### config.mk
export PLATFORM = sky130hd
export DESIGN_NAME = counter_pc_sequencer
export DESIGN_NICKNAME = d
export VERILOG_FILES = /design/src/rtl/counter_pc_sequencer.sv
export SDC_FILE = /design/constraint.sdc
export NUM_CORES = 1
export LEC_CHECK = 0
export CAP_MARGIN = 20
export CORE_ASPECT_RATIO = 0.9
export CORE_MARGIN = 4
export CORE_UTILIZATION = 50
export CTS_CLUSTER_SIZE = 20
export DETAILED_ROUTE_END_ITERATION = 16
export PLACE_DENSITY = 0.81
export SLEW_MARGIN = 25
export SYNTH_ARGS = -nofsm -noshare
export SYNTH_HDL_FRONTEND = slang
export SYNTH_SLANG_ARGS = --single-unit
### constraint.sdc
create_clock -name clk_i -period 2.5 [get_ports clk_i]
set_clock_uncertainty 0.2 [all_clocks]
set_input_delay 0.75 -clock clk_i [delete_from_list [all_inputs] [get_ports clk_i]]
set_output_delay 0.75 -clock clk_i [all_outputs]
set_load 0.02 [all_outputs]
### src/rtl/counter_pc_sequencer.sv
// ---------------------------------------------------------------------------
// counter_pc_sequencer
//   Run controller for a single counter_pc instance. A job (stop PC) is taken
//   over a valid/ready request port. The counter is held in reset for a clear
//   window, then released. The sequencer watches done, PC-max and a run-cycle
//   watchdog. The result (status, final PC, run cycles) is returned on a
//   valid/ready response port.
//
//   Optional feature macro: COUNTER_PC_SEQ_ABORT_EN
//     When defined, an abort_i input is added. Abort ends the job with status
//     11. When not defined, there is no abort port and status 11 is never
//     produced.
//
// Parameters
//   PC_W        width of PC and stop value
//   CLR_CYCLES  cycles cnt_rst_o is held before each run (>=1)
//   CYC_W       width of the saturating run-cycle counter
//   WDOG_CYCLES run-cycle limit before watchdog abort; 0 disables it
//
// Ports
//   clk_i           clock
//   rst_ni          asynchronous active-low reset
//   req_valid_i     job request valid
//   req_ready_o     job can be accepted (IDLE only, combinational)
//   req_pc_stop_i   stop PC for the job
//   cnt_rst_o       active-high reset to counter_pc
//   cnt_pc_stop_o   registered stop PC to counter_pc
//   cnt_pc_i        current PC from counter_pc
//   cnt_done_i      done from counter_pc
//   abort_i         (COUNTER_PC_SEQ_ABORT_EN only) abort current job
//   rsp_valid_o     result valid
//   rsp_ready_i     result consumed
//   rsp_status_o    00 DONE, 01 PC_MAX, 10 WATCHDOG, 11 ABORTED
//   rsp_pc_o        cnt_pc_i captured on the terminating cycle
//   rsp_cycles_o    run cycles, including the terminating cycle
//   busy_o          high in CLEAR or RUN
// ---------------------------------------------------------------------------
module counter_pc_sequencer #(
    parameter int PC_W        = 16,
    parameter int CLR_CYCLES  = 2,
    parameter int CYC_W       = 18,
    parameter int WDOG_CYCLES = 131072
) (
    input  logic             clk_i,
    input  logic             rst_ni,
    input  logic             req_valid_i,
    output logic             req_ready_o,
    input  logic [PC_W-1:0]  req_pc_stop_i,
    output logic             cnt_rst_o,
    output logic [PC_W-1:0]  cnt_pc_stop_o,
    input  logic [PC_W-1:0]  cnt_pc_i,
    input  logic             cnt_done_i,
`ifdef COUNTER_PC_SEQ_ABORT_EN
    input  logic             abort_i,
`endif
    output logic             rsp_valid_o,
    input  logic             rsp_ready_i,
    output logic [1:0]       rsp_status_o,
    output logic [PC_W-1:0]  rsp_pc_o,
    output logic [CYC_W-1:0] rsp_cycles_o,
    output logic             busy_o
);

    localparam logic [1:0] S_IDLE   = 2'd0;
    localparam logic [1:0] S_CLEAR  = 2'd1;
    localparam logic [1:0] S_RUN    = 2'd2;
    localparam logic [1:0] S_REPORT = 2'd3;

    localparam logic [1:0] ST_DONE  = 2'b00;
    localparam logic [1:0] ST_PCMAX = 2'b01;
    localparam logic [1:0] ST_WDOG  = 2'b10;
    localparam logic [1:0] ST_ABORT = 2'b11;

    localparam int             CLR_W    = (CLR_CYCLES > 1) ? $clog2(CLR_CYCLES) : 1;
    localparam logic [CLR_W-1:0] CLR_INIT = CLR_W'(CLR_CYCLES - 1);

    logic [1:0]       state_q, state_d;
    logic [CLR_W-1:0] clr_q, clr_d;
    logic [CYC_W-1:0] cyc_q, cyc_d, cyc_inc;
    logic [PC_W-1:0]  stop_q, stop_d;
    logic             cnt_rst_q, cnt_rst_d;
    logic             busy_q, busy_d;
    logic             rsp_valid_q, rsp_valid_d;
    logic [1:0]       status_q, status_d;
    logic [PC_W-1:0]  rpc_q, rpc_d;
    logic [CYC_W-1:0] rcyc_q, rcyc_d;
    logic             abort_w, wdog_hit, pc_max;

`ifdef COUNTER_PC_SEQ_ABORT_EN
    assign abort_w = abort_i;
`else
    assign abort_w = 1'b0;
`endif

    // Saturating run-cycle count including the current RUN cycle.
    assign cyc_inc = (&cyc_q) ? cyc_q : cyc_q + CYC_W'(1);
    assign pc_max  = &cnt_pc_i;

    // cyc_q holds the number of completed RUN cycles. Matching WDOG_CYCLES-1
    // therefore fires on the WDOG_CYCLES-th RUN cycle.
    generate
        if (WDOG_CYCLES != 0) begin : g_wdog
            assign wdog_hit = (64'(cyc_q) == 64'(WDOG_CYCLES) - 64'd1);
        end else begin : g_no_wdog
            assign wdog_hit = 1'b0;
        end
    endgenerate

    always_comb begin
        state_d     = state_q;
        clr_d       = clr_q;
        cyc_d       = cyc_q;
        stop_d      = stop_q;
        cnt_rst_d   = cnt_rst_q;
        busy_d      = busy_q;
        rsp_valid_d = rsp_valid_q;
        status_d    = status_q;
        rpc_d       = rpc_q;
        rcyc_d      = rcyc_q;
        case (state_q)
            S_IDLE: begin
                if (req_valid_i) begin
                    stop_d    = req_pc_stop_i;
                    cyc_d     = '0;
                    clr_d     = CLR_INIT;
                    cnt_rst_d = 1'b1;
                    busy_d    = 1'b1;
                    state_d   = S_CLEAR;
                end
            end
            S_CLEAR: begin
                if (abort_w) begin
                    // The counter never ran, so PC and cycle count are zero.
                    status_d    = ST_ABORT;
                    rpc_d       = '0;
                    rcyc_d      = cyc_q;
                    rsp_valid_d = 1'b1;
                    busy_d      = 1'b0;
                    state_d     = S_REPORT;
                end else if (clr_q == '0) begin
                    cnt_rst_d = 1'b0;
                    state_d   = S_RUN;
                end else begin
                    clr_d = clr_q - CLR_W'(1);
                end
            end
            S_RUN: begin
                cyc_d = cyc_inc;
                if (cnt_done_i || pc_max || wdog_hit || abort_w) begin
                    if (cnt_done_i)    status_d = ST_DONE;
                    else if (pc_max)   status_d = ST_PCMAX;
                    else if (wdog_hit) status_d = ST_WDOG;
                    else               status_d = ST_ABORT;
                    rpc_d       = cnt_pc_i;
                    rcyc_d      = cyc_inc;
                    rsp_valid_d = 1'b1;
                    cnt_rst_d   = 1'b1;
                    busy_d      = 1'b0;
                    state_d     = S_REPORT;
                end
            end
            default: begin // S_REPORT
                if (rsp_ready_i) begin
                    rsp_valid_d = 1'b0;
                    state_d     = S_IDLE;
                end
            end
        endcase
    end

    always_ff @(posedge clk_i or negedge rst_ni) begin
        if (!rst_ni) begin
            state_q     <= S_IDLE;
            clr_q       <= '0;
            cyc_q       <= '0;
            stop_q      <= '0;
            cnt_rst_q   <= 1'b1;
            busy_q      <= 1'b0;
            rsp_valid_q <= 1'b0;
            status_q    <= '0;
            rpc_q       <= '0;
            rcyc_q      <= '0;
        end else begin
            state_q     <= state_d;
            clr_q       <= clr_d;
            cyc_q       <= cyc_d;
            stop_q      <= stop_d;
            cnt_rst_q   <= cnt_rst_d;
            busy_q      <= busy_d;
            rsp_valid_q <= rsp_valid_d;
            status_q    <= status_d;
            rpc_q       <= rpc_d;
            rcyc_q      <= rcyc_d;
        end
    end

    assign req_ready_o   = (state_q == S_IDLE);
    assign cnt_rst_o     = cnt_rst_q;
    assign cnt_pc_stop_o = stop_q;
    assign busy_o        = busy_q;
    assign rsp_valid_o   = rsp_valid_q;
    assign rsp_status_o  = status_q;
    assign rsp_pc_o      = rpc_q;
    assign rsp_cycles_o  = rcyc_q;

endmodule
Word-level counts from Yosys, hierarchy flattened
Cells that the tools add are included.
W data, S select, Z words.
Operators by class
  add/sub/neg operators: 2
  equality and inequality tests: 6
  muxes and demuxes: 21
  bitwise logic cells: 1
  reduce and logical (&&, ||, !) cells: 19
Operators with widths (number)
  $mux W18: 2
  $pmux W18 S2: 1
  $add A18 B1 Y18 const B: 1
  $eq A18 B17 Y1 const B: 1
  $reduce_and A18 Y1: 1
  $reduce_and A16 Y1: 1
  $mux W2: 6
  $reduce_and A2 Y1: 4
  $reduce_and A4 Y1: 2
  $mux W1: 7
  $ne A2 B2 Y1 const B: 3
  $pmux W1 S2: 3
  $pmux W2 S3: 1
  $reduce_and A3 Y1: 2
  $reduce_bool A2 Y1: 3
  $reduce_bool A4 Y1: 1
  $pmux W1 S3: 1
  $reduce_bool A3 Y1: 1
  $eq A2 B1 Y1 const B: 1
  $eq A2 B2 Y1 const B: 1
  $logic_not A2 Y1: 1
  $logic_or A1 B1 Y1: 2
  $reduce_or A2 Y1: 1
  $not A1 Y1: 1
  $sub A1 B1 Y1 const B: 1
Storage, ports and cells
  register bits after elaboration: 76
  input port bits: 37
  output and inout bits: 56
  logic and storage cells: 59

Longest topological paths before layout
Gate-level depths: netlist (run 1).
  depth in word-level cells: 5
  mapped depth: 10
  mapped depth without buffers: 7

Worst setup path before layout (run 1)
Ideal clock, no wire load.
  kind: input port to flip-flop
  start: input cnt_pc_i[6]
  end: register rcyc_q[0], in the netlist rsp_cycles_o[0]
  data arrival time: 2.147 ns
  setup slack: 0.028 ns
  stages on the path: 7
  path buffers: 2
  cells stage by stage: nand4_1 nor4_1 or2_2 o21a_1 buf_6 buf_12 mux2_4
On the way
  longest elaborated chain between the ends: 4
Ends and longest elaborated chain
  start: declaration: line 51  | input logic [PC_W-1:0] cnt_pc_i,
  $reduce_and A16 Y1: line 97  | assign pc_max = &cnt_pc_i;
  $logic_or A1 B1 Y1 (2 in a row): line 149  | if (cnt_done_i || pc_max || wdog_hit || abort_w) begin
  $reduce_and A2 Y1 (no source line)
  end signal: assignment: line 193  | rcyc_q <= rcyc_d;
  end: declaration: line 86  | logic [CYC_W-1:0] rcyc_q, rcyc_d;
No other way between the ends.
A chain may end at the register's enable or synchronous reset.

Final worst setup path (run 1)
  start: register cnt_rst_q, in the netlist cnt_rst_o
  end: output cnt_rst_o
RTL lines
  start: declaration: line 81  | logic cnt_rst_q, cnt_rst_d;
  start signal: assignment: line 188  | cnt_rst_q <= cnt_rst_d;
  end: declaration: line 49  | output logic cnt_rst_o,
No word-level cell between the ends.

==> qor.csv, run 1 <==
metric,value,unit
cts-root-buf,clkbuf_8,
path_class,reg -> out,
core_region_area,7221,um^2
post-place-ws,-0.5829,ns
drive_above_1_share,25.51,%
p_int,3.447,mW
reg2reg_from,cyc_q[0],
synth_nets,354,
clock_power_share,15.4,%
grt_pass1_vias,3055,
final_nets,477,
avgSynthCellArea,12.17,um^2
setup_viol,0,
grt_usage,20.20,%
status,finished clean,
r2r_end,cyc_q[14],
synth_cell_types,48,
p_leak,2.342,nW
critPathMaxFanout,2,
yosys_warnings,0,
place_congestion,0.8655,
start_util,52.40,%
finish.instance_area,5244,um^2
synthArstFlopShare,100.0,%
powerDensity,1047,nW/um^2
grt_pass1_wl,14660,um
die_w,99.70,um
worstPathArrival,1.49,ns
yosysSeqAreaShare,50.30,%
synth_top_area_cell,dfrtp_1,
route.met2.wl,4251,um
m1WireLength,3744,um
first_iter_violations,82,
required,1.55,ns
insertedDiodeCount,0,
reg2reg_setup_slack,0.17,ns
num_rows,29,
clkLatencyLatePin,0.35,ns
place_inst,508,
path_buf_inv,1,
path_cells,clkdlybuf4s50_1,
synth_common_cells,"dfrtp_1, mux2_4, mux2_2",
antenna_found_initial,0,
synthFlopType,dfrtp_1,
start_kind,flop,
endpoint_kind,output pin,
clkSinkCount,76,
ir_worst_vdd,0.7240,mV
met3_length,707,um
rsz0062_at_grt,no,
cts_buffers,9,
dr.max_layer_used,met4,
max_cap_violations,0,
ant_nets,0,
hold_viol,0,
drc,0,
wire_per_inst,16.51,um
cts_tree,built,
synth_edf_count,0,
drt_wl_total,8781,um
critical-path-top-delay-family,buffers and inverters,
max_freq,0.4102,GHz
clkSlewWorstSetupHoldPaths,0.08,ns
final.fill_count,499,
fin_hold_ws,0.02299,ns
placed_area,4960,um^2
die_h,90.53,um
seqPwrFrac,33.8,%
hpwl,6478,um
first_pass_iters,4,
p_comb_share,50.8,%
gr-total-overflow,0,
syn_inst,311,
grt_max_degree,44,
reg2regPathDepth,6,
syn2layout_area_growth,38.59,%
synth-seq-cells,76,
syn_area,3784,um^2
htreeDepth,3,
synth_area_leaders,"dfrtp_1, mux2_4, mux2_2, a21oi_1, o21ai_0",
critPathMaxStageDelay,0.61,ns
synth.most_common_cell,dfrtp_1,
finalMaxSlewViolations,0,
crit_slowest_cell,clkdlybuf4s50_1,
cts_buffer_depth,2,
finalNonFillerCells,532,
io_pins,93,
timing.final.ws_setup,0.06240,ns
p_sw,2.045,mW
min_period_over_period,97.50,%
worst_pin_slew,0.5427,ns
via_per_inst,5.562,
port_buffers,92,
synth_top_area_share,49.60,%
hp-class,in -> async,
die_area,9025,um^2
vias,2959,
period_needed,2.438,ns
swShare,37.24,%
relSlewSlack,63.35,%
per-layer routing:
layer	GRT usage, %	vias to the layer above
met5	0	-
met4	4.778	0
met3	8.185	8
met2	32.44	94
met1	25.44	1461
li1	-	1396
cells in the final DEF, fill, tap and decap left out, types with 2 or more instances in the layout:
cell type        netlist  final
clkbuf_8               0     10
xnor2_1                6      6
a21o_1                 2      2
nand4_1                6      6
buf_4                  0     27
clkdlybuf4s50_1        0     74
o21ai_0               19     19
nand2b_1               3      3
dlymetal6s2s_1         0      4
a22o_1                 5      5
nand3_1                9      9
nand2_1               18     18
dlygate4sd2_1          0     13
a21oi_1               19     19
or3_1                  2      2
clkinvlp_4             0      2
nor3_1                 2      2
nor4_1                 3      2
and2_1                 2      2
ha_1                   6      6
clkinv_4               0      2
nor2_1                14     14
xor2_1                 4      4
inv_1                  8      8
o22ai_1                2      2
o31ai_1                7      7
and4_1                 4      4
a31oi_1                7      7
dfrtp_1               75     75
buf_12                 3      6
mux2_2                24     24
mux2_4                26     26
mux2i_1                4      4
cell type report:
type                            count  area [um^2]  area share (%)
Clock inverter                      5        37.54          0.7158
Inverter                            8        30.03          0.5727
Tap cell                           93        116.4           2.219
Timing Repair Buffer              125         1242           23.69
Multi-Input combinational cell    214         1773           33.81
Clock buffer                       11        141.4           2.696
Sequential cell                    76         1903           36.29
state kept, by name, summed over array words and instances (netlist names):
name / flops
cyc_q: 18
rsp_cycles_o: 18
cnt_pc_stop_o: 16
rsp_pc_o: 16
rsp_status_o: 2
state_q: 2
busy_o: 1
clr_q: 1
cnt_rst_o: 1
rsp_valid_o: 1
worst max-delay path by stage:
stage	cells after the start	startpoint	to
3_5_place_dp	7	cnt_pc_i[6]	rsp_cycles_o[0]
5_1_grt	1	cnt_rst_o	cnt_rst_o
2_1_floorplan	7	cnt_pc_i[6]	rsp_cycles_o[0]
3_3_place_gp	7	cnt_pc_i[0]	rsp_cycles_o[4]
6_report	1	cnt_rst_o	cnt_rst_o
4_1_cts	8	cnt_pc_i[6]	rsp_cycles_o[6]
power by group through the flow:
stage | sequential (mW) | combinational (mW) | clock (mW)
global placement | 1.86 | 2.64 | 0
finish | 1.86 | 2.79 | 0.843
detailed placement | 1.87 | 2.71 | 0
floorplan | 2.23 | 1.20 | 0
CTS | 1.85 | 2.79 | 0.860
global route | 1.91 | 2.98 | 0.921
what timing repair did:
action / in CTS / in global routing
pin swaps: 3 / 4
gates resized for setup: 19 / 6
hold buffers: 0 / 0
buffers inserted: 8 / 0
endpoints found under the setup margin: 36 / 28
cells by family (layout without fill, tap and decap cells):
logic type / count (synthesis) / in the layout / synth area share [%]
DFF: 76 / 76 / 50.30
buffers and inverters: 21 / 149 / 3.704
and+or+nand+nor: 71 / 71 / 10.91
xor gates and xnor gates: 10 / 10 / 2.315
muxes: 54 / 54 / 18.52
adders and majority gates: 6 / 6 / 1.984
AOI/OAI and AO/OA: 73 / 73 / 12.27
stage by stage:
| stage | TNS [ns] | total power, mW | util, % |
|---|---|---|---|
| 4_1_cts | 0 | 5.502 | 72.26 |
| 3_5_place_dp | -20.50 | 4.577 | 68.69 |
| 3_3_place_gp | -14.89 | 4.494 | 68.69 |
| 2_1_floorplan | 0 | 3.432 | - |
| 6_report | 0 | 5.492 | 72.62 |
| 5_1_grt | 0 | 5.815 | 72.62 |
No activity file was read; power rests on OpenSTA's default activity.
==> run 2, diff against run 1 <==
Settings changed: ABC_CLOCK_PERIOD_IN_PS from default to 2500.
==> results of run 2 <==
No change in the layout: final DEF, timing and power equal those of run 1.
==> edit 1, RTL diff (settings of run 1) <==
Change the parameter `CYC_W` from 18 to 36.
--- a/src/rtl/counter_pc_sequencer.sv
+++ b/src/rtl/counter_pc_sequencer.sv
@@ -39,5 +39,5 @@
     parameter int PC_W        = 16,
     parameter int CLR_CYCLES  = 2,
-    parameter int CYC_W       = 18,
+    parameter int CYC_W       = 36,
     parameter int WDOG_CYCLES = 131072
 ) (
Ports: changed (resized rsp_cycles_o); port bits go from 93 to 111. The function was not compared with the original's and may differ.
==> edit 1 against run 1 <==
- worst setup slack improved by 2.4 ps
- highest routed layer unchanged
- sequential cell count rose by 36
- cell area rose by 50%
- via count rose by 78%
- routed wire length rose by 83%
- core utilization fell by 0.59 points
- total power rose by 27%
- synthesized cell count rose by 92%
- critical endpoint unchanged
- area after synthesis rose by 50%
- first-iteration DRC count rose to 6.0 times the old value
- critical path type unchanged
==> edit 1: results (changes against run 1) <==
- Initial antenna violation count: 0 (unchanged)
- Placed cell areas: 0.00735 mm2 (+48%)
- Nets: 809 (+70%)
- Met2 Usage GRT: 40.5% (+8.1 points)
- Worst r2r src: cyc_q[6]
- GRT met1 Usage: 33.0% (+7.5 points)
- CTS Buf Count: 9 (unchanged)
- Max incr delay on CP: 600 ps
- Reg-to-Reg End: cyc_q[21]
- Sequential area share after synthesis: 49.5% (-0.76 points)
- CP Launch Type: register
- Clk pwr share: 20.1% (+4.7 points)
- Post-Route M1 WL: 6890 um (+84%)
- Min-delay worst type: input port to async pin
- N_diodes: 0 (unchanged)
- Reg-to-reg slack, setup: 80 ps (-90 ps)
- Worst-skew pair later-pin latency: 350 ps (about the same)
- Total routing usage reported by global routing: 24.1% (+3.9 points)
- Post-CTS sizing: 20 (+1)
- Largest net degree at the start of global routing: 113 (+160%)
- Sw Ratio: 38.7% (+1.5 points)
- Final HPWL DP: 10600 um (+64%)
- Critical path peak fanout: 2 (unchanged)
- Wire length on met2: 7650 um (+80%)
- First-pass DRT Iterations: 5 (+1)
- WL met3: 1240 um (+76%)
- Post-CTS setup buffers: 10 (+2)
- Gate power share: 45.0% (-5.8 points)
- Number of global-route vias before repair: 5131 (+68%)
- First-pass GRT wire length: 25600 um (+75%)
- Via count: 5253 (+78%)
- # fillers: 769 (+54%)
- Least-Margin Pin Slew: 597 ps (+54.6 ps)
- Clock root buffer: clkbuf_16
- Synth top area cells: dfrtp_1 49%, nand2_1 8.2%, o21ai_0 6.3%, xnor2_1 3.4%, mux2_2 3.4%
- Status: finished, final reports clean
- Synth async-reset ratio: 100% (unchanged)
- Buffers on Ports: 110 (+20%)
- Gpl congestion: 0.869 (+0.36%)
- Initial DRC Count: 489 (+500%)
- Syn_nets: 641 (+81%)
- Yosys cell types: 52 (+8.3%)
- Arrival time worst endpoint: 1490 ps (about the same)
- Highest metal layer with signal wires: met4
- Yosys warning total: 0 (unchanged)
- Leakage: 3.49 nW (+49%)
- Fraction of layout cells with a size suffix above 1: 19.6% (-5.9 points)
- Peak supply drop: 463 uV (-36%)
- Most frequent cells after synthesis: 124 x nand2_1, 111 x dfrtp_1, 71 x o21ai_0
- Met3 usage: 3.79% (-4.4 points)
- Termination of the worst setup path: cnt_rst_o
- Wirelength per Cell: 17.4 um (+5.3%)
- Cells on worst reg2reg path: 8 (+2)
- GRT overflow: 0 (unchanged)
edit 1: changes by cell type in the layout (fill, tap and decap cells not counted), sizes merged, moves of 10 or more:
cell and delta:
and3 +11, buf +52, clkdlybuf4s50 +18, dfrtp +36, mux2 -33, nand2 +105
nor2 +10, o21ai +62, xnor2 +16
edit 1: per-stage QoR:
stage	std cells	power, mW	TNS [ps]	setup WS, ps	utilization [%]
2_1_floorplan	598	4.05	0	91.5	-
3_3_place_gp	887	5.31	-27360	-549	67.2
3_5_place_dp	887	5.45	-27200	-540	67.2
4_1_cts	914	6.91	0	20.0	70.9
5_1_grt	923	7.35	-56.0	-31.2	72.0
6_report	923	6.96	0	64.8	72.0
edit 1: how the worst min path moves through the flow:
stage / endpoint / slack [ps] / depth (start not counted) / start
after floorplan: busy_o / 250 / 0 / rst_ni
after global placement: rsp_pc_o[2] / 260 / 2 / rsp_pc_o[2]
after detailed placement: rsp_pc_o[5] / 260 / 2 / rsp_pc_o[5]
after CTS: rsp_pc_o[5] / 280 / 2 / rsp_pc_o[5]
after global routing: rsp_pc_o[5] / 300 / 2 / rsp_pc_o[5]
final: cnt_pc_stop_o[3] / 270 / 2 / rst_ni
edit 1: cells by family after synthesis:
logic type | synth area share (%)
AND/OR/NAND/NOR | 20.6
flip-flops | 49.5
XOR/XNOR | 5.11
adder cells (fa/ha/maj) | 1.33
AO/OA/AOI/OAI | 16.0
multiplexers | 3.91
buffers and inverters | 3.54
edit 1: final cells by class:
type / count / share of cell area, %
Tap cell: 152 / 2.41
Clock inverter: 7 / 0.778
Timing Repair Buffer: 195 / 23.2
Inverter: 10 / 0.476
Clock buffer: 9 / 2.86
Multi-Input combinational cell: 438 / 34.7
Sequential cell: 112 / 35.6
==> edit 2, RTL diff (settings of run 1) <==
Made on the original files. Register the output `rsp_status_o` once more, without a reset; this adds one clock of latency there. The other outputs are not delayed to match.
--- a/src/rtl/counter_pc_sequencer.sv
+++ b/src/rtl/counter_pc_sequencer.sv
@@ -200,5 +200,7 @@
     assign busy_o        = busy_q;
     assign rsp_valid_o   = rsp_valid_q;
-    assign rsp_status_o  = status_q;
+    always_ff @(posedge clk_i) begin
+        rsp_status_o <= status_q;
+    end
     assign rsp_pc_o      = rpc_q;
     assign rsp_cycles_o  = rcyc_q;
Check against the original RTL: not equivalent (Yosys sat finds a counterexample within 10 cycles, from zero or initial values and one cycle with rst_ni low).
==> edit 2 against run 1 <==
- sequential share of layout area decreased by 0.083 points
- critical path depth increased by 6
- area after synthesis up 1.7%
- total power grew 2.7%
- fmax fell by 2.2%
- sequential cell count grew 2
- routed wire length increased by 12%
- cell area grew 2.3%
- worst setup slack got worse by 56 ps
- combinational power down 1%
- first-iteration DRC count is 60% higher
- critical path type is now input port to register
==> edit 2: results (changes against run 1) <==
- Initial antenna violation count: 0 (unchanged)
- Multiplexer share of the synthesized area: 18.3% (-0.25 points)
- H-tree levels: 3 (unchanged)
- # fillers: 515 (+3.2%)
- Gpl congestion: 0.907 (+4.8%)
- Post-CTS setup buffers: 0 (-8)
- Sequential area share after synthesis: 50.5% (+0.19 points)
- Via density: 5.65 (+1.6%)
- Yosys cell types: 49 (+2.1%)
- Hold Slack: 170 ps (+147 ps)
- Yosys warning total: 0 (unchanged)
- Synth Area per Inst: 12.0 um2 (-1.4%)
- Clock Tree Buf Depth: 2 (unchanged)
- Peak supply drop: 468 uV (-35%)
- Largest net degree at the start of global routing: 24 (-45%)
- Setup Viol. Count Final: 0 (unchanged)
- Sequential group share of total power: 33.9% (about the same)
- Status: finished, final reports clean
- Syn_nets: 364 (+2.8%)
- Placed Instances: 523 (+3.0%)
- Critical path peak fanout: 8 (+6)
- DRT Wirelength: 9820 um (+12%)
- Sw Ratio: 36.8% (-0.49 points)
- Final HPWL DP: 7130 um (+10%)
- XOR/XNOR Fraction of Synth Area: 2.96% (+0.64 points)
- Total routing usage reported by global routing: 21.6% (+1.4 points)
- Initial DRC Count: 131 (+60%)
- Worst-skew pair later-pin latency: 360 ps
- Min-delay worst type: input port to async pin
- Leakage: 2.48 nW (+5.8%)
- Clk pwr share: 17.3% (+1.9 points)
- Buffers on Ports: 92 (unchanged)
- Most used DFF post-synth: dfrtp_1
- First-pass DRT Iterations: 4 (unchanged)
- N_diodes: 0 (unchanged)
- Placed cell areas: 0.00509 mm2 (+2.5%)
- Max incr delay on CP: 520 ps (-90 ps)
- Most frequent cells after synthesis: 75 x dfrtp_1, 26 x mux2_4, 22 x mux2_2
- Wirelength per Cell: 18.1 um (+9.9%)
- Worst slew margin: 63.4% (about the same)
- Compound-gate portion of the synthesized area: 12.2% (-0.077 points)
- Nets: 483 (+1.3%)
- CP max-delay cell: clkdlybuf4s50_1
- Fraction of layout cells with a size suffix above 1: 23.6% (-1.9 points)
- Family with the most delay on the worst path: buffers and inverters
- Number of global-route vias before repair: 3120 (+2.1%)
- Reg-to-reg slack, setup: 140 ps (-30 ps)
- Clock root buffer: clkbuf_8
- Post-CTS sizing: 2 (-17)
- CTS Buf Count: 9 (unchanged)
- Post-Synth Adder-Cell Area: 1.95% (-0.034 points)
- Synth async-reset ratio: 97.4% (-2.6 points)
- Clock transition at path regs: 90 ps
- Synth top area cells: dfrtp_1 49%, mux2_4 10%, mux2_2 6.4%, o21ai_0 2.3%, xnor2_1 2.0%
- Arrival time worst endpoint: 2540 ps (+1050 ps)
- First-pass GRT wire length: 15700 um (+7.4%)
[edit 2: cell count changes in the layout (fill, tap and decap cells not counted), sizes merged, moves of 4 or more]
cell,delta
nand3,+5
clkdlybuf4s50,+8
dlymetal6s2s,+4
nor2,-7
inv,+5
nand4,+4
a21oi,-4
dlygate4sd2,-12
a31oi,-5
[edit 2: stage by stage]
stage                     power (mW)  worst slack, ps  util (%)  TNS (ps)
after floorplan                 3.39             98.1         -         0
final                           5.64             6.33      71.5         0
after CTS                       5.61             1.57      70.5         0
after detailed placement        4.63             -411      67.8    -12910
after global placement          4.53             -338      67.8    -12210
after global routing            5.95            -22.6      71.5      -259
[edit 2: layout make-up]
| type | instances | area share [%] |
|---|---|---|
| inverter | 9 | 0.630 |
| multi-input combinational | 218 | 33.4 |
| timing repair buffer | 124 | 23.8 |
| tap | 96 | 2.24 |
| clock inverter | 7 | 1.47 |
| sequential | 78 | 36.2 |
| clock buffer | 9 | 2.31 |
[edit 2: worst paths after layout]
| check | depth (start not counted) | endpoint | startpoint |
|---|---|---|---|
| worst max-delay path | 7 | rsp_pc_o[6] | cnt_pc_i[14] |
| worst min-delay path | 1 | rsp_pc_o[7] | rst_ni |
| worst max register to register | 6 | rsp_pc_o[6] | cyc_q[3] |
| worst min register to register | 0 | rsp_status_o[1] | status_q[1] |
| max in group asynchronous | 2 | cnt_rst_o | rst_ni |
| min in group clk_i | 0 | rsp_status_o[1] | status_q[1] |
[edit 2: metal layers]
| metal | GRT usage [%] | vias to the layer above | routed length (um) |
|---|---|---|---|
| li1 | - | 1421 | - |
| met1 | 28.6 | 1513 | 4400 |
| met2 | 35.0 | 112 | 4670 |
| met3 | 6.68 | 10 | 654 |
| met4 | 4.60 | 0 | 89 |
| met5 | 0 | - | 0 |
